File: src/rtl/core_lsu_ctrl_pkg.sv
// Shared definitions for the MEM-stage load/store controller: access size
// encodings, controller states and the hazard stall-bus index it drives.
package core_lsu_ctrl_pkg;

    localparam logic [1:0] LSU_SIZE_B = 2'b00;
    localparam logic [1:0] LSU_SIZE_H = 2'b01;
    localparam logic [1:0] LSU_SIZE_W = 2'b10;

    // Bit of the hazard controller's stall bus fed by lsu_stall_out (stall_wb).
    localparam int HZ_STALL_WB_BIT = 4;

    typedef enum logic {
        LSU_IDLE = 1'b0,
        LSU_REQ  = 1'b1
    } lsu_state_e;

    // Size 2'b11 is not a legal encoding; it is handled like a word.
    function automatic logic lsu_misaligned(input logic [1:0] size, input logic [1:0] off);
        logic mis;
        case (size)
            LSU_SIZE_B: mis = 1'b0;
            LSU_SIZE_H: mis = off[0];
            default:    mis = (off != 2'b00);
        endcase
        return mis;
    endfunction

endpackage

File: src/rtl/core_lsu_ctrl_align.sv
// Byte-lane logic for the LSU: store byte enables and data replication,
// load lane extraction and sign/zero extension. Purely combinational.
module lsu_align
    import core_lsu_ctrl_pkg::*;
#(
    parameter int DW = 32
) (
    input  logic [1:0]    st_size,
    input  logic [1:0]    st_off,
    input  logic [DW-1:0] st_wdata,
    output logic [3:0]    be,
    output logic [DW-1:0] wdata_rep,
    input  logic [1:0]    ld_size,
    input  logic [1:0]    ld_off,
    input  logic          ld_uns,
    input  logic [DW-1:0] rdata,
    output logic [DW-1:0] rdata_ext
);

    logic [DW-1:0] rdata_shift;

    always_comb begin
        be        = 4'b1111;
        wdata_rep = st_wdata;
        case (st_size)
            LSU_SIZE_B: begin
                be        = 4'b0001 << st_off;
                wdata_rep = {4{st_wdata[7:0]}};
            end
            LSU_SIZE_H: begin
                be        = st_off[1] ? 4'b1100 : 4'b0011;
                wdata_rep = {2{st_wdata[15:0]}};
            end
            default: ;
        endcase
    end

    always_comb begin
        rdata_shift = rdata >> {ld_off, 3'b000};
        rdata_ext   = rdata_shift;
        case (ld_size)
            LSU_SIZE_B: rdata_ext = {{(DW-8){~ld_uns & rdata_shift[7]}}, rdata_shift[7:0]};
            LSU_SIZE_H: rdata_ext = {{(DW-16){~ld_uns & rdata_shift[15]}}, rdata_shift[15:0]};
            default: ;
        endcase
    end

endmodule

File: src/rtl/core_lsu_ctrl.sv
// MEM-stage load/store controller: accepts a decoded access, runs the data
// bus req/ack handshake, stalls WB while it waits and returns load data.
//
// state    | meaning
// LSU_IDLE | no transfer in flight; an aligned access is latched here
// LSU_REQ  | dm_req_out high with latched fields until dm_ack_in
module core_lsu_ctrl
    import core_lsu_ctrl_pkg::*;
#(
    parameter int AW = 32,
    parameter int DW = 32
) (
    input  logic          clk,
    input  logic          rst_n,
    input  logic          lsu_enb_in,
    input  logic          lsu_kill_in,
    input  logic          lsu_vld_in,
    input  logic          lsu_load_in,
    input  logic          lsu_store_in,
    input  logic [1:0]    lsu_size_in,
    input  logic          lsu_uns_in,
    input  logic [AW-1:0] lsu_addr_in,
    input  logic [DW-1:0] lsu_wdata_in,
    output logic          dm_req_out,
    output logic          dm_we_out,
    output logic [AW-1:0] dm_addr_out,
    output logic [3:0]    dm_be_out,
    output logic [DW-1:0] dm_wdata_out,
    input  logic          dm_ack_in,
    input  logic [DW-1:0] dm_rdata_in,
    output logic          lsu_stall_out,
    output logic [DW-1:0] lsu_rdata_out,
    output logic          lsu_rdata_vld_out,
    output logic          lsu_misalign_out
);

    lsu_state_e    state, state_nxt;
    logic          done_q;
    logic          kill_q;
    logic [1:0]    off_q;
    logic [1:0]    size_q;
    logic          uns_q;
    logic          access, mis, accept, mis_det, ack_cyc;
    logic [3:0]    be_c;
    logic [DW-1:0] wdata_c, rdata_c;

    assign access = lsu_vld_in & (lsu_load_in | lsu_store_in) & ~lsu_kill_in & ~done_q;
    assign mis    = lsu_misaligned(lsu_size_in, lsu_addr_in[1:0]);

    lsu_align #(.DW(DW)) u_align (
        .st_size   (lsu_size_in),
        .st_off    (lsu_addr_in[1:0]),
        .st_wdata  (lsu_wdata_in),
        .be        (be_c),
        .wdata_rep (wdata_c),
        .ld_size   (size_q),
        .ld_off    (off_q),
        .ld_uns    (uns_q),
        .rdata     (dm_rdata_in),
        .rdata_ext (rdata_c)
    );

    always_comb begin
        state_nxt     = state;
        lsu_stall_out = 1'b0;
        accept        = 1'b0;
        mis_det       = 1'b0;
        ack_cyc       = 1'b0;
        case (state)
            LSU_IDLE: begin
                if (access) begin
                    if (mis) begin
                        mis_det = 1'b1;
                    end else begin
                        accept        = 1'b1;
                        lsu_stall_out = 1'b1;
                        state_nxt     = LSU_REQ;
                    end
                end
            end
            LSU_REQ: begin
                if (dm_ack_in) begin
                    ack_cyc   = 1'b1;
                    state_nxt = LSU_IDLE;
                end else begin
                    lsu_stall_out = 1'b1;
                end
            end
            default: state_nxt = LSU_IDLE;
        endcase
    end

    assign dm_req_out = (state == LSU_REQ);

    always_ff @(posedge clk) begin
        if (!rst_n) begin
            state             <= LSU_IDLE;
            done_q            <= 1'b0;
            kill_q            <= 1'b0;
            off_q             <= '0;
            size_q            <= '0;
            uns_q             <= 1'b0;
            dm_we_out         <= 1'b0;
            dm_addr_out       <= '0;
            dm_be_out         <= '0;
            dm_wdata_out      <= '0;
            lsu_rdata_out     <= '0;
            lsu_rdata_vld_out <= 1'b0;
            lsu_misalign_out  <= 1'b0;
        end else begin
            state            <= state_nxt;
            lsu_misalign_out <= mis_det;

            // Clearing wins so the instruction entering MEM on an ack cycle is not blocked.
            if (lsu_enb_in)
                done_q <= 1'b0;
            else if (ack_cyc || mis_det)
                done_q <= 1'b1;

            if (accept)
                kill_q <= 1'b0;
            else if (state == LSU_REQ && lsu_kill_in)
                kill_q <= 1'b1;

            if (accept) begin
                off_q        <= lsu_addr_in[1:0];
                size_q       <= lsu_size_in;
                uns_q        <= lsu_uns_in;
                dm_we_out    <= lsu_store_in;
                dm_addr_out  <= {lsu_addr_in[AW-1:2], 2'b00};
                dm_be_out    <= be_c;
                dm_wdata_out <= wdata_c;
            end

            lsu_rdata_vld_out <= ack_cyc & ~dm_we_out & ~(kill_q | lsu_kill_in);
            if (ack_cyc && !dm_we_out && !(kill_q || lsu_kill_in))
                lsu_rdata_out <= rdata_c;
        end
    end

endmodule

File: config.mk
export PLATFORM = sky130hd
export DESIGN_NAME = core_lsu_ctrl
export DESIGN_NICKNAME = d
export VERILOG_FILES = /design/src/rtl/core_lsu_ctrl_pkg.sv /design/src/rtl/core_lsu_ctrl_align.sv /design/src/rtl/core_lsu_ctrl.sv
export SDC_FILE = /design/constraint.sdc
export NUM_CORES = 1
export LEC_CHECK = 0
export ABC_CLOCK_PERIOD_IN_PS = 4680
export CORE_ASPECT_RATIO = 0.8
export CORE_MARGIN = 2
export CORE_UTILIZATION = 45
export DETAILED_ROUTE_END_ITERATION = 7
export PLACE_DENSITY = 0.85
export SETUP_SLACK_MARGIN = 0.15
export SLEW_MARGIN = 10
export SYNTH_ARGS = -nofsm -noshare
export SYNTH_HDL_FRONTEND = slang
export SYNTH_SLANG_ARGS = --single-unit
File: constraint.sdc
create_clock -name clk -period 4.68 [get_ports clk]
set_input_delay 1.404 -clock clk [delete_from_list [all_inputs] [get_ports clk]]
set_output_delay 1.404 -clock clk [all_outputs]
set_load 0.01 [all_outputs]
==> impl_metrics.tcl <==
set metrics [dict create \
    synthXorXnorAreaFrac_pct 0 \
    synth_commonest_cells "nand2_1, dfxtp_1, a21boi_0" \
    row_count 33 \
    drtIter0Drc 315 \
    root_buffer "clkbuf_16" \
    reg2reg_from "dm_req_out" \
    cts_buffers 9 \
    drive_gt1_share_pct 5.41 \
    grt_antenna_before_repair 0 \
    fmax_mhz 240 \
    crit_fanout 3 \
    synth_edf_count 0 \
    dr_total_vias 4846 \
    p_total_mw 2.13 \
    rsz0062_at_grt "false" \
    die_x_um 120 \
    drc 0 \
    yosysWarnings 0 \
    power_density_nw_per_um2 289 \
    routed_wirelength_um 15200 \
    avgViaCountPerCell 5.40 \
    p_leak_nw 2.80 \
    period_share_pct 89.0 \
    layout.nets 861 \
    syn_to_final_growth_pct 51.7 \
    ys_dominant_reg_cell "dfxtp_1" \
    place_congestion 0.982 \
    slew_viol_final 0 \
    synth.distinct_cells 41 \
    overflow 0 \
    avgSynthCellArea_um2 8.54 \
    synth-compound-area-share_pct 25.2 \
    synth_area_leaders "dfxtp_1, nand2_1, a21boi_0" \
    synth_seq_cells 109 \
    r2r_cells 4 \
    reg2reg_slack_ns 2.34 \
    status "completed" \
    tns_ns 0 \
    postCtsSetupBuffers 0 \
    start_util_pct 46.8 \
    worst_setup_path_end_kind "output port" \
    grt_start_max_net_pins 56 \
    die_h_um 97.0 \
    portBuffers 209 \
    critPathKind "input pin to output port" \
    cts_htree_levels 3 \
    cts_num_sinks 109 \
    ant_nets 0 \
    finalHoldViolCount 0 \
    grt_pass1_vias 4860 \
    grt.total_usage_pct 26.5 \
    synth_top_family_by_area "compound AO/OA/AOI/OAI gates" \
    synth-async-reset-ratio_pct 0 \
    tightest_slew_ns 0.914 \
    critPathLaunchType "input pin" \
    synth_top_area_share_pct 44.8 \
    period_needed_ns 4.17 \
    diodes 0 \
    synth_area_leader_cell "dfxtp_1" \
    maxCapViolCount 0 \
    fp.dieArea_um2 11700 \
    io_pins 212 \
    ir_drop_mv 0.178 \
    worstHoldPathCells 2 \
    crit_arrival_ns 2.76 \
    post_drt_wl_per_cell_um 16.9 \
    slew_headroom_pct 39.1 \
    finalSetupViolations 0 \
    r2r-end "lsu_rdata_out[14]" \
    clk_latency_ns 0.34 \
    synthCells 570 \
    holdPathEnd "dm_addr_out[15]" \
    synthMostInstantiatedCell "nand2_1" \
    cts_tree "yes" \
    cts_buffer_depth 2 \
    synth.area.mux_share_pct 8.69 \
    core_region_area_um2 10400 \
    drt-pass1-iter-count 5 \
    path_clk_slew_ns 0.07 \
    skew_ns 0.00895 \
    required_ns 3.28 \
    yosysSeqAreaShare_pct 44.8 \
    synth_fa_ha_area_share_pct 0 \
    dp_hpwl_um 11300 \
    ctsHoldBuffers 0 \
    grt_pass1_wl_um 24600 \
    hold_path_startpoint "dm_addr_out[15]" \
    yosys.area_share.simple_pct 16.8 \
    hold_class "flip-flop to flip-flop" \
    syn_area_um2 4870 \
]
## state kept, by name, summed over array words and instances (netlist names), 2 cells and up
signal,flops
off_q,2
dm_addr_out,30
lsu_rdata_out,32
dm_wdata_out,32
size_q,2
dm_be_out,4
## report_power, final
group	internal, mW	total, mW	switching, mW	leakage, nW
Combinational	0.176	0.316	0.141	1.76
Clock	0.521	0.845	0.324	0.156
Sequential	0.954	0.970	0.0157	0.883
## worst max-delay path, stage by stage
cell,delay (ns)
clkdlybuf4s50_1,0.47
nor4b_4,0.41
o2111ai_4,0.17
o21ai_0,0.12
dlymetal6s2s_1,0.19
## how the worst max path moves through the flow
| stage | startpoint | to | cells after the start |
|---|---|---|---|
| 2_1_floorplan | lsu_kill_in | lsu_stall_out | 3 |
| 3_3_place_gp | lsu_kill_in | lsu_stall_out | 5 |
| 3_5_place_dp | lsu_kill_in | lsu_stall_out | 5 |
| 4_1_cts | lsu_kill_in | lsu_stall_out | 5 |
| 5_1_grt | lsu_kill_in | lsu_stall_out | 5 |
| 6_report | lsu_kill_in | lsu_stall_out | 5 |
## per-layer routing
metal  wire length, um  share of wire (%)  GRT usage, %  up-vias
met1              6400                 42          34.4     2242
met2              6950                 46          42.0      229
met5                 0                  0             0        -
met4               473                3.1          8.94        0
li1                  -                  -             -     2341
met3              1370                9.0          7.90       34
## cell families after synthesis
kind of cell,count (synthesis)
AOI/OAI and AO/OA,171
buffers and inverters,52
DFF,109
muxes,40
other,1
and+or+nand+nor,197
## timing repair
item | in CTS | in global routing
resized for setup | 1 | 1
pin swaps | 0 | 1
cloned | 0 | 0
setup endpoints to repair | 1 | 1
hold endpoints to repair | 0 | 0
## cells in the final DEF, fill, tap and decap left out, types with 2 or more instances in the layout
cell type and instances:
clkdlybuf4s50_1 207, o21ai_0 34, dfxtp_1 109, o221a_1 8, o211a_1 19, conb_1 2
mux2i_1 31, inv_1 3, and2_1 2, buf_4 12, mux2_2 8, a21boi_0 48
a21oi_1 28, nand2_1 157, o2bb2ai_1 7, bufinv_16 3, a21boi_1 12, nor3b_1 2
nor2_1 14, nand2b_1 3, nand3_1 9, clkbuf_1 2, o211ai_1 9, clkbuf_16 9
## through the flow
| step | worst slack, ns | area [um2] | hold WS [ns] | utilization (%) | cells |
|---|---|---|---|---|---|
| 2_1_floorplan | 1.01 | 4870 | 0.456 | - | 571 |
| 3_3_place_gp | 0.164 | 7040 | 0.441 | 67.7 | 883 |
| 3_5_place_dp | 0.0833 | 7040 | 0.446 | 67.7 | 883 |
| 5_1_grt | 0.399 | 7390 | 0.472 | 71.0 | 898 |
| 6_report | 0.513 | 7390 | 0.454 | 71.0 | 898 |
| 4_1_cts | 0.174 | 7380 | 0.456 | 71.0 | 898 |
## area by class of cell
| type | count | area [um2] |
|---|---|---|
| clock buffers | 11 | 233 |
| repair buffers | 221 | 2180 |
| clock inverters | 4 | 97.6 |
| multi-input cells | 410 | 2510 |
| flip-flops and latches | 109 | 2180 |
| well taps | 140 | 175 |
| fillers | 786 | 3020 |
| inverters | 3 | 11.3 |
(Power assumes the default switching activity.)
